===== src/rtl/seatbelt_reminder_ctrl.sv =====
// seatbelt_reminder_ctrl: sequences dash lamp and chime from the seatbelt-light request and ignition.
module seatbelt_reminder_ctrl #(
   parameter int BULB_TICKS  = 3,
   parameter int GRACE_TICKS = 4,
   parameter int CHIME_TICKS = 6,
   parameter int FLASH_HALF  = 2
) (
   input  logic clk,
   input  logic reset_n,
   input  logic sbl,
   input  logic ign_on,
   input  logic tick,
   output logic lamp,
   output logic chime,
   output logic warn_act
);
   localparam int M1   = BULB_TICKS > GRACE_TICKS ? BULB_TICKS : GRACE_TICKS;
   localparam int M2   = CHIME_TICKS > FLASH_HALF ? CHIME_TICKS : FLASH_HALF;
   localparam int MAXP = M1 > M2 ? M1 : M2;
   localparam int CW   = $clog2(MAXP) + 1;
   typedef enum logic [2:0] {OFF, CHECK, IDLE, GRACE, WARN, SILENT} state_t;
   state_t state, nxt;
   logic [CW-1:0] cnt, cnt_d, pcnt, pcnt_d;
   logic phase, phase_d, tmo_bulb, tmo_grace, tmo_chime, in_warn, flip, lamp_d;
   assign tmo_bulb  = tick && cnt == CW'(BULB_TICKS - 1);
   assign tmo_grace = tick && cnt == CW'(GRACE_TICKS - 1);
   assign tmo_chime = tick && cnt == CW'(CHIME_TICKS - 1);
   always_comb begin
      nxt = OFF;
      if (ign_on)
         case (state)
            OFF:     nxt = CHECK;
            CHECK:   nxt = tmo_bulb ? (sbl ? GRACE : IDLE) : CHECK;
            IDLE:    nxt = sbl ? GRACE : IDLE;
            GRACE:   nxt = !sbl ? IDLE : tmo_grace ? WARN : GRACE;
            WARN:    nxt = !sbl ? IDLE : tmo_chime ? SILENT : WARN;
            SILENT:  nxt = sbl ? SILENT : IDLE;
            default: nxt = OFF;
         endcase
   end
   // flash phase runs only while WARN persists, so every WARN entry starts with the lamp lit
   always_comb begin
      cnt_d   = (nxt != state) ? '0 : tick ? cnt + CW'(1) : cnt;
      in_warn = nxt == WARN && state == WARN;
      flip    = in_warn && tick && pcnt == CW'(FLASH_HALF - 1);
      pcnt_d  = (!in_warn || flip) ? '0 : tick ? pcnt + CW'(1) : pcnt;
      phase_d = in_warn && (phase ^ flip);
      lamp_d  = (nxt inside {CHECK, GRACE, SILENT}) || (nxt == WARN && !phase_d);
   end
   always_ff @(posedge clk) begin
      if (!reset_n) begin
         state    <= OFF;
         cnt      <= '0;
         pcnt     <= '0;
         phase    <= 1'b0;
         lamp     <= 1'b0;
         chime    <= 1'b0;
         warn_act <= 1'b0;
      end else begin
         state    <= nxt;
         cnt      <= cnt_d;
         pcnt     <= pcnt_d;
         phase    <= phase_d;
         lamp     <= lamp_d;
         chime    <= nxt == WARN;
         warn_act <= nxt == WARN;
      end
   end
endmodule


===== config.mk =====
export PLATFORM = sky130hd
export DESIGN_NAME = seatbelt_reminder_ctrl
export DESIGN_NICKNAME = d
export VERILOG_FILES = /design/src/rtl/seatbelt_reminder_ctrl.sv
export SDC_FILE = /design/constraint.sdc
export NUM_CORES = 1
export LEC_CHECK = 0
export BUFFER_PORTS_ARGS = -buffer_cell sky130_fd_sc_hd__buf_2
export CORE_UTILIZATION = 45
export CTS_CLUSTER_SIZE = 24
export DETAILED_ROUTE_END_ITERATION = 10
export PLACE_DENSITY = 0.75
export SYNTH_ARGS = -nofsm -noshare
export SYNTH_HDL_FRONTEND = slang
export SYNTH_SLANG_ARGS = --single-unit

===== constraint.sdc =====
create_clock -name clk -period 2 [get_ports clk]
set_input_delay 0 -clock clk [delete_from_list [all_inputs] [get_ports clk]]
set_output_delay 0 -clock clk [all_outputs]
set_load 0.01 [all_outputs]

# Yosys cells after proc, flatten, opt, wreduce, memory -nomap -nowiden
# Cells that the tools add are included.
word_totals:
  reg_bits: 14
  elab_cells: 49
  in_bits: 5
op_classes:
  eq_ne: 14
  n_reduce_logical: 16
  mux: 9
  bitwise_logic: 2
  addsub: 2
op_table:
  columns: ["operator", "n"]
  rows:
  - ["2-to-1 mux 3 bit", 6]
  - ["one-hot mux 3 bit (6 select lines)", 1]
  - ["== test 3 bit (second input constant)", 4]
  - ["== test 3 x 2 -> 1 bit (second input constant)", 3]
  - ["adder 4 x 1 -> 4 bit (second input constant)", 2]
  - ["== test 4 x 2 -> 1 bit (second input constant)", 2]
  - ["logical AND 1 bit", 8]
  - ["== test 3 x 1 -> 1 bit (second input constant)", 2]
  - ["== test 4 x 1 -> 1 bit (second input constant)", 1]
  - ["== test 4 x 3 -> 1 bit (second input constant)", 1]
  - ["OR reduction 2 bit", 2]
  - ["zero test 3 bit", 1]
  - ["!= test 3 bit", 1]
  - ["nonzero test 3 bit", 1]
  - ["zero test 1 bit", 2]
  - ["logical OR 1 bit", 2]
  - ["2-to-1 mux 1 bit", 2]
  - ["NOT 1 bit", 1]
  - ["bitwise XOR 1 bit", 1]

# Logic depth before layout (Yosys ltp)
# Gate-level depths: netlist (run 1).
depth:
  depth_word: 15
  depth_mapped: 6

# Least setup slack after synthesis (run 1)
# No wires, ideal clock.
synth_timing:
  path_type: "reg2reg"
  start: "reg cnt[0]"
  end: "reg phase"
  period_less_slack_ns: 1.515
  setup_time_ns: 0.088
  required_ns: 1.912
  t_arrival_ns: 1.427
  slack_ns: 0.485
  stages_incl_launch_ff: 6
  path_cell_list: "dfxtp_1 ha_1 inv_1 o41ai_4 nand2_4 nor4_4"
synth_between:
  elab_chain_len: 12
  word_cells_on_any_way: 19
synth_rtl:
  columns: ["item", "line_no", "source"]
  rows:
  - ["start: declaration", "23", "logic [CW-1:0] cnt, cnt_d, pcnt, pcnt_d;"]
  - ["start signal: assignment", "61", "cnt <= cnt_d;"]
  - ["== test 4 x 3 -> 1 bit or == test 4 x 2 -> 1 bit (tied branches)", "27, 26", null]
  - ["logical AND 1 bit, on equally long branches", "27, 26", null]
  - ["2-to-1 mux 1 bit or 2-to-1 mux 3 bit (tied branches)", "36, 35", null]
  - ["2-to-1 mux 3 bit, on equally long branches", "36, 35", null]
  - ["one-hot mux 3 bit (6 select lines) *", "31", "case (state)"]
  - ["2-to-1 mux 3 bit *", "30", "if (ign_on)"]
  - ["== test 3 bit *", "44", "in_warn = nxt == WARN && state == WARN;"]
  - ["logical AND 1 bit *", "44", null]
  - ["logical AND 1 bit (2 in a row)", "45", "flip = in_warn && tick && pcnt == CW'(FLASH_HALF - 1);"]
  - ["bitwise XOR 1 bit", "47", "phase_d = in_warn && (phase ^ flip);"]
  - ["logical AND 1 bit *", "47", null]
  - ["end signal: assignment", "63", "phase <= phase_d;"]
  - ["end: declaration", "24", "logic phase, phase_d, tmo_bulb, tmo_grace, tmo_chime, in_warn, flip, lamp_d;"]
# Every way passes the cells marked *; elsewhere a longest branch is shown, timed or not.
# A chain may end at the register's enable or synchronous reset.

# Worst setup path in the final report (run 1)
layout_timing:
  start: "reg cnt[0]"
  end: "reg cnt[1]"
layout_between:
  elab_chain_len: 8
  word_cells_on_any_way: 16
layout_rtl:
  columns: ["item", "line_no", "source"]
  rows:
  - ["== test 4 x 3 -> 1 bit or == test 4 x 2 -> 1 bit (tied branches)", "27, 26", null]
  - ["logical AND 1 bit, on equally long branches", "27, 26", null]
  - ["2-to-1 mux 1 bit or 2-to-1 mux 3 bit (tied branches)", "36, 35", null]
  - ["2-to-1 mux 3 bit, on equally long branches", "36, 35", null]
  - ["one-hot mux 3 bit (6 select lines)", "31", null]
  - ["2-to-1 mux 3 bit", "30", null]
  - ["!= test 3 bit", "43", "cnt_d = (nxt != state) ? '0 : tick ? cnt + CW'(1) : cnt;"]
  - ["OR reduction 2 bit (no line)", null, null]
# Several ways; a longest one is shown, not always the timed one.

==> impl_results.md, run 1 <==
- Storage cell area: 280.3 um2
- Number of synthesized register bits: 14
- Post-synth top flop: dfxtp_1
- Crit-path max FO: 5
- Setup Fix Bufs, Post-CTS: 0
- First-pass DRT Iterations: 4
- H-tree depth: 1
- Synth Instances: 98
- EDFF count, synth: 0
- Psw: 130.5 uW
- WP buf/inv: 0
- Fin. Hold Viols: 0
- Syn_area_per_cell: 9.282 um2
- Critical Path Start Type: flip-flop
- Top-count cell post-synth: dfxtp_1
- Crit path DAT: 1.97 ns
- Setup TNS: 0 ns
- Worst min-delay path category: in2reg
- Clk network pwr share: 38.1%
- Post-CTS sizing: 0
- # setup viols final: 0
- Fill cells: 169
- CP cell instances: ha_1 -> nor4bb_1 -> a311oi_1 -> o221ai_1 -> nor3_1
- Flop pwr share: 53.4%
- Hold buffers post-CTS: 0
- Initial antenna violation count: 0
- N_diodes: 0
- Synth cell types: 41
- Clock sinks: 14
- Delay-heaviest family, CP: simple AND/OR/NAND/NOR gates
- R2r endpoint: cnt[1]
- Antenna-violating nets left: 0
- Clock transition at path regs: 0.09 ns
- RSZ-0062 raised after global routing: no
- Fraction of layout cells with a size suffix above 1: 22.12%
- Share of Yosys cell area claimed by the top area cell type: 30.81%
- Max IR drop VDD: 0.3905 mV
- Combinational power share: 8.5%
- Largest net degree at the start of global routing: 17
- Max_slew headroom: 72.45%
- Power Internal: 412.3 uW
- Tcrit/Tclk final: 90.47%
- Crit-path max cell delay: 0.43 ns
- Worst Reg-to-Reg Cells: 5
- Total die area: 0.002205 mm2
- Mapped Nets: 108
- Finished Core Util: 54.72%
- Clock buffer depth: 2
- Maxcap violations: 0
- Sw frac: 24.03%
- Synth Warn #: 0
- Clk_lat worst skew: 0.28 ns
- Crit. path cell count: 5
- CP required: 2.16 ns
- Via/cell ratio: 5.605
- Gp weighted congestion: 0.8317
- Num CTS Buffers: 3
- Post-synth ARST share: 0%
- CTS Root Cell: clkbuf_4
- Largest cells by area after synthesis: dfxtp_1 31%, ha_1 6.9%, nand2_1 5.0%
- Worst R2R Setup Slack: 0.19 ns
- Num rows: 15
- Core area: 0.001802 mm2
- Clock Skews: 0.006593 ns
- Gr ovfl total: 0
- Routed wire length: 1631 um
- Final Critical Period: 1.809 ns
- CTS tree: yes
- DRC viols: 0
- Area grow syn2layout: 8.391%
- Total track usage: 18.04%
- Top cells by count, synth: 14 x dfxtp_1, 12 x nand2_1, 8 x inv_1
- Starting Density: 50.49%
- Pwr Density: 550.5 mW/mm2
- CP endpoint kind: flip-flop
- Post-synth top area cell: dfxtp_1
- DR WL/cell: 12.64 um
- Setup Crit Path Kind: reg2reg
- Die H: 46.96 um
- Critical-path top delay cell: dfxtp_1
- Outcome: complete, no violations
- Lkg Pwr: 0.4154 nW
- Reg-to-reg critical path startpoint: cnt[0]
- Worst slew pin tran: 0.4076 ns
- Nets: 115
- Vias: 723
- Port bufs: 7
- Max Clk Rate: 0.5526 GHz
- Initial detailed-routing violation count: 10
- Die span in x: 46.96 um
- Setup crit end: cnt[1]
- I/O pins: 8
- CP startpoint: cnt[0]
- DP HPWL: 1241 um
- Register area share after synthesis: 30.81%
- Global-route wire length before repair: 2822 um
- Footprint of the multi-input gates: 573.1 um2
- Number of slew-limit violations in the final report: 0
- Synth Cell Area: 909.6 um2
- Vias in the first global route: 649
## routing by layer
| metal | up-vias | global-route usage [%] | part of all wire [%] |
|---|---|---|---|
| met1 | 344 | 24.01 | 52 |
| met3 | 2 | 3.462 | 2.3 |
| met4 | 0 | 6.857 | 0.80 |
| li1 | 365 | - | - |
| met2 | 12 | 28.89 | 44 |
| met5 | - | 0 | 0 |
## per-stage QoR
step	std cells	setup WS (ns)	power (mW)	hold slack, ns	area (um2)
2_1_floorplan	98	0.4846	0.3286	0.1629	909.6
3_3_place_gp	125	0.3787	0.3419	0.3203	949.7
3_5_place_dp	125	0.2210	0.3424	0.3220	949.7
4_1_cts	129	0.2086	0.5504	0.01761	985.9
5_1_grt	129	0.06074	0.5700	0.04339	985.9
6_report	129	0.1905	0.5428	0.02793	985.9
## worst min path at each step
stage / startpoint / cells after the start / end
3_5_place_dp: reset_n / 3 / state[1]
3_3_place_gp: reset_n / 3 / state[1]
5_1_grt: reset_n / 3 / state[1]
6_report: reset_n / 3 / state[1]
4_1_cts: reset_n / 3 / state[1]
2_1_floorplan: ign_on / 2 / state[0]
## layout by cell type (no fill, tap or decap), types with 2 or more instances in the layout
master / Yosys / final
nor3_2: 4 / 4
nor3_1: 5 / 5
clkbuf_4: 0 / 3
xor2_1: 2 / 2
nand2_1: 12 / 12
nor2b_1: 2 / 2
nor2_1: 2 / 2
a21oi_1: 2 / 2
nand4_1: 3 / 3
nand3_1: 2 / 2
o211ai_1: 2 / 2
a311oi_1: 2 / 2
inv_1: 8 / 8
xnor2_1: 5 / 5
nor4bb_1: 2 / 2
ha_1: 5 / 5
buf_2: 2 / 7
dfxtp_1: 14 / 14
## cell type report
cell class / count / share of cell area [%]
clock buffers: 4 / 3.680
flip-flops and latches: 14 / 28.43
repair buffers: 7 / 3.553
multi-input cells: 71 / 58.12
inverters: 8 / 3.046
well taps: 25 / 3.173
## state kept, by name (all words and copies together), names as in the netlist
| signal | flops |
|---|---|
| state | 3 |
| cnt | 4 |
| lamp | 1 |
| pcnt | 4 |
| warn_act | 1 |
| phase | 1 |
## power groups by stage
stage | clock, mW | combinational, mW | sequential, mW
after global routing | 0.227 | 0.0514 | 0.291
after detailed placement | 0 | 0.0458 | 0.297
final | 0.207 | 0.0461 | 0.290
after floorplan | 0 | 0.0330 | 0.296
after CTS | 0.214 | 0.0461 | 0.290
after global placement | 0 | 0.0456 | 0.296
## worst register-to-register path, stage by stage, from the launching register on
cell and delay, ns:
dfxtp_1 0.43, ha_1 0.22, nor4bb_1 0.42, a311oi_1 0.15, o221ai_1 0.36, nor3_1 0.11
## cell families (layout without fill, tap and decap cells)
group           Yosys count  in the layout  synth area share (%)
flops                    14             14                 30.81
fa+ha+maj                 5              5                 6.878
compound gates           16             16                 15.96
xor+xnor                  7              7                 6.740
buf+inv                  13             19                 6.189
simple gates             43             43                 33.43
No activity file was read; power rests on OpenSTA's default activity.
==> run 2, diff against run 1 <==
--- a/config.mk
+++ b/config.mk
@@ -5,6 +5,7 @@
 export SDC_FILE = /design/constraint.sdc
 export NUM_CORES = 1
 export LEC_CHECK = 0
+export ABC_AREA = 1
 export BUFFER_PORTS_ARGS = -buffer_cell sky130_fd_sc_hd__buf_2
 export CORE_UTILIZATION = 45
 export CTS_CLUSTER_SIZE = 24
==> impl_results.md, run 2 <==
- Outcome: complete, no violations
- Clock sinks: 14
- CP required: 2.17 ns
- Initial antenna violation count: 0
- Global-route wire length before repair: 2401 um
- CTS Root Cell: clkbuf_4
- Nets: 143
- Worst Reg-to-Reg Cells: 12
- Synth Cell Area: 843.3 um2
- Gp weighted congestion: 0.7640
- Reg-to-reg critical path startpoint: cnt[0]
- Die span in x: 45.29 um
- Core area: 0.001745 mm2
- Final Critical Period: 1.572 ns
- Area grow syn2layout: 9.050%
- Clk_lat worst skew: 0.28 ns
- Footprint of the multi-input gates: 471.7 um2
- Post-synth top flop: dfxtp_1
- EDFF count, synth: 0
- Clock transition at path regs: 0.09 ns
- Clock buffer depth: 2
- Worst min-delay path category: in2reg
- Gr ovfl total: 0
- # setup viols final: 0
- Tcrit/Tclk final: 78.58%
- Fin. Hold Viols: 0
- Top-count cell post-synth: nand2_1
- Vias: 722
- Port bufs: 7
- Number of slew-limit violations in the final report: 0
- Hold buffers post-CTS: 0
- Storage cell area: 280.3 um2
- Critical Path Start Type: flip-flop
- Lkg Pwr: 0.4341 nW
- Worst slew pin tran: 0.2694 ns
- CP cell instances: ha_1 -> nand3_1 -> nor2_2 -> nor2_1 -> nor2_2 -> nand2_1 -> nand2_1 -> nand2_1 -> nand2_1 -> inv_1 -> nand2_2 -> nor2_1
- Synth cell types: 21
- Setup Crit Path Kind: reg2reg
- Non-filler instance count after layout: 156
- Via/cell ratio: 4.628
- Power consumption: 502.8 uW
- Worst R2R Setup Slack: 0.43 ns
- Largest cells by area after synthesis: dfxtp_1 33%, nand2_1 13%, inv_1 8.5%
- Antenna-violating nets left: 0
- Largest net degree at the start of global routing: 14
- Post-synth ARST share: 0%
- Crit. path cell count: 12
- Max_slew headroom: 81.94%
- Fin Hold WS: 0.01337 ns
- Initial detailed-routing violation count: 16
- Maxcap violations: 0
- Setup crit end: cnt[1]
- Routed wire length: 1490 um
- I/O pins: 8
- Total die area: 0.002051 mm2
- Synth Warn #: 0
- Total track usage: 16.42%
- Syn_area_per_cell: 6.856 um2
- Max IR drop VDD: 0.4954 mV
- Vias in the first global route: 606
- Num rows: 15
- Crit-path most repeated cell: nand2_1
- Top cells by count, synth: 30 x nand2_1, 19 x inv_1, 16 x nor2_1
- WP buf/inv: 1
- R2r endpoint: cnt[1]
- Synth Instances: 123
- Crit-path max cell delay: 0.40 ns
- Hold path depth: 3
- Fraction of layout cells with a size suffix above 1: 16.03%
- Die H: 45.29 um
- Total placed cells including tap cells: 153
- Post-CTS sizing: 0
- First-pass DRT Iterations: 3
- Critical-path top delay cell: dfxtp_1
- DRC viols: 0
- CP startpoint: cnt[0]
- Num CTS Buffers: 3
- CTS tree: yes
- DR WL/cell: 9.551 um
- CP endpoint kind: flip-flop
- Post-synth top area cell: dfxtp_1
- Mapped Nets: 133
- Most common cell after layout, fill and taps aside: nand2_1
- Fill cells: 189
- N_diodes: 0
- H-tree depth: 1
- Biggest regs: cnt (4), pcnt (4), state (3)
- DP HPWL: 1200 um
- Starting Density: 48.32%
- Most frequent cells in the layout: 30 x nand2_1, 19 x inv_1, 16 x nor2_1
- Crit-path max FO: 4
- Setup Fix Bufs, Post-CTS: 0
- Clock Skews: 0.005609 ns
- Crit path DAT: 1.75 ns
- RSZ-0062 raised after global routing: no
- Share of Yosys cell area claimed by the top area cell type: 33.23%
- Finished Core Util: 52.69%
- Max Clk Rate: 0.6363 GHz
- Pwr Density: 546.7 mW/mm2
- Number of synthesized register bits: 14
- Register area share after synthesis: 33.23%
- Setup TNS: 0 ns
- Delay-heaviest family, CP: simple AND/OR/NAND/NOR gates
## run 2: cells by family (layout without fill, tap and decap cells)
| family | Yosys count | after routing | share of synthesized area (%) |
|---|---|---|---|
| compound gates | 7 | 7 | 5.193 |
| xor+xnor | 7 | 7 | 7.270 |
| fa+ha+maj | 5 | 5 | 7.418 |
| buf+inv | 23 | 31 | 10.83 |
| flops | 14 | 14 | 33.23 |
| simple gates | 67 | 67 | 36.05 |
## run 2: power breakdown
part	internal (mW)	leakage, nW	switching, mW
sequential	0.284	0.114	0.00614
clock	0.0699	0.0138	0.0913
combinational	0.0201	0.307	0.0312
## run 2: worst min path at each step
stage                          end    from  slack (ns)
after global routing      state[1]  ign_on        0.03
after CTS                 state[1]  ign_on        0.01
final                     state[1]  ign_on        0.01
after global placement    state[1]  ign_on        0.30
after floorplan           state[1]  ign_on        0.14
after detailed placement  state[1]  ign_on        0.31
## run 2: worst register-to-register path: cells and delay by family, from the launching register on
| family | cells | cell delay, ns |
|---|---|---|
| DFF | 1 | 0.40 |
| adders and majority gates | 1 | 0.19 |
| buffers and inverters | 1 | 0.04 |
| and+or+nand+nor | 10 | 0.83 |
## run 2: per-layer routing
metal	routed length (um)	track usage, %	vias to the layer above	share of wire, %
li1	-	-	397	-
met1	697	18.25	311	47
met2	706	27.83	12	47
met3	79	7.600	2	5.3
met4	6	4.848	0	0.40
met5	0	0	-	0
## run 2: through the flow
step | instance area [um2] | worst slack (ns)
5_1_grt | 919.6 | 0.2393
3_3_place_gp | 897.1 | 0.4936
3_5_place_dp | 897.1 | 0.4479
6_report | 919.6 | 0.4285
4_1_cts | 919.6 | 0.4194
2_1_floorplan | 843.3 | 0.5815
## run 2: final cells by class
type / count / area share, %
inverters: 21 / 8.571
multi-input cells: 86 / 51.29
flip-flops and latches: 14 / 30.48
repair buffers: 7 / 3.810
well taps: 25 / 3.401
clock buffers: 3 / 2.449
==> run 3, diff against run 2 <==
==> constraint.sdc (replaced) <==
create_clock -name clk -period 1.6 [get_ports clk]
set_input_delay 0 -clock clk [delete_from_list [all_inputs] [get_ports clk]]
set_output_delay 0 -clock clk [all_outputs]
set_load 0.01 [all_outputs]
==> impl_results.md, run 3 (synthesis results as in run 2) <==
- Flop pwr share: 57.1%
- Fill cells: 177
- H-tree depth: 1
- Worst min-delay path category: in2reg
- Tcrit/Tclk final: 96.66%
- Vias: 747
- Area grow syn2layout: 20.62%
- Crit path DAT: 1.76 ns
- Starting Density: 48.32%
- Setup TNS: 0 ns
- Largest net degree at the start of global routing: 14
- Via/cell ratio: 4.669
- Clock sinks: 14
- Worst setup margin: 0.05340 ns
- Power Internal: 475.1 uW
- Initial detailed-routing violation count: 7
- Post-route met1 wirelength: 754 um
- Biggest regs: cnt (4), pcnt (4), state (3)
- Crit-path max FO: 4
- Placed cell area: 897.1 um2
- DR WL/cell: 10.21 um
- Most common cell after layout, fill and taps aside: nand2_1
- Die H: 45.29 um
- Most frequent cells in the layout: 26 x nand2_1, 17 x inv_1, 14 x nor2_1
- Num rows: 15
- Clk_lat worst skew: 0.28 ns
- Final instance area: 0.001017 mm2
- N_diodes: 0
- WL met2: 822 um
- Hold buffers post-CTS: 0
- Gp weighted congestion: 0.7640
- Total track usage: 16.63%
- Max Clk Rate: 0.6466 GHz
- DP HPWL: 1181 um
- Fraction of layout cells with a size suffix above 1: 28.15%
- Critical Path Start Type: flip-flop
- Combinational power share: 12.3%
- Routed wire length: 1634 um
- Max IR drop VDD: 0.5097 mV
- CP required: 1.81 ns
- Nets: 147
- CTS Root Cell: clkbuf_4
- Clock transition at path regs: 0.09 ns
- Global-route wire length before repair: 2435 um
- Initial antenna violation count: 0
- Antenna-violating nets left: 0
- Port bufs: 7
- RSZ-0062 raised after global routing: yes
- Clock Skews: 0.01276 ns
- Worst slew pin tran: 0.3354 ns
- Outcome: complete, no violations
- Setup WS pre-CTS: 0.04285 ns
- Gr ovfl total: 0
- Number of slew-limit violations in the final report: 0
- Sw frac: 25.92%
- Psw: 166.2 uW
- Die span in x: 45.29 um
- Clock buffer depth: 2
- DRC viols: 0
- # setup viols final: 0
- Num CTS Buffers: 3
- Maxcap violations: 0
- Pwr Density: 630.4 mW/mm2
- Met3 wire length: 50 um
- DR top layer: met4
- Hold path depth: 3
- Vias in the first global route: 604
- First-pass DRT Iterations: 4
- Fin. Hold Viols: 0
- CTS tree: yes
- Worst Reg-to-Reg Cells: 9
- CP endpoint kind: flip-flop
- I/O pins: 8
- Lkg Pwr: 0.4526 nW
- Clk network pwr share: 30.7%
- Setup Crit Path Kind: reg2reg
- Max_slew headroom: 77.52%
- Total die area: 0.002051 mm2
- Core area: 0.001745 mm2
- Final Critical Period: 1.547 ns
## run 3: layout make-up
type                       count  area [um2]  share of cell area (%)
tap                           25       31.28                   3.075
timing repair buffer          11       65.06                   6.396
sequential                    14       287.8                   28.29
inverter                      21       81.33                   7.995
clock buffer                   3       22.52                   2.214
multi-input combinational     86       529.3                   52.03
## run 3: critical path, cell delays in order (launching register included)
cell and delay (ns):
dfxtp_4 0.39, ha_4 0.15, nand3_2 0.09, nor2_4 0.14
nand2_2 0.07, a21boi_2 0.19, nand4_2 0.13, inv_2 0.11
nand3_4 0.09, nor2_2 0.12
## run 3: per-stage QoR
step	utilization (%)	instances	hold slack, ns	total power, mW
3_5_place_dp	51.40	153	0.3149	0.4355
6_report	58.28	160	0.01757	0.6413
4_1_cts	52.69	156	0.01387	0.6272
2_1_floorplan	-	123	0.1430	0.4155
5_1_grt	58.28	160	0.05000	0.6618
3_3_place_gp	51.40	153	0.2989	0.4340
## run 3: path summary, 6_finish.rpt
| check | startpoint | to | slack [ns] |
|---|---|---|---|
| min | reset_n | state[1] | 0.02 |
| min reg2reg | pcnt[3] | pcnt[3] | 0.53 |
| max | cnt[0] | pcnt[2] | 0.05 |
| max reg2reg | cnt[0] | pcnt[2] | 0.05 |
## run 3: power groups by stage
stage                     Sequential [mW]  Clock (mW)  Combinational (mW)
final                               0.366       0.197              0.0787
after global routing                0.367       0.206              0.0887
after CTS                           0.363       0.200              0.0645
after detailed placement            0.371           0              0.0644
after global placement              0.371           0              0.0633
after floorplan                     0.370           0              0.0454
## run 3: what timing repair did
item / in CTS / in global routing
setup endpoints to repair: 0 / 9
resized for setup: 0 / 20
setup buffers: 0 / 4
## run 3: layer usage
metal | GRT usage, % | vias up
met3 | 6.800 | 2
met5 | 0 | -
li1 | - | 398
met2 | 28.70 | 11
met4 | 4.242 | 0
met1 | 18.87 | 336
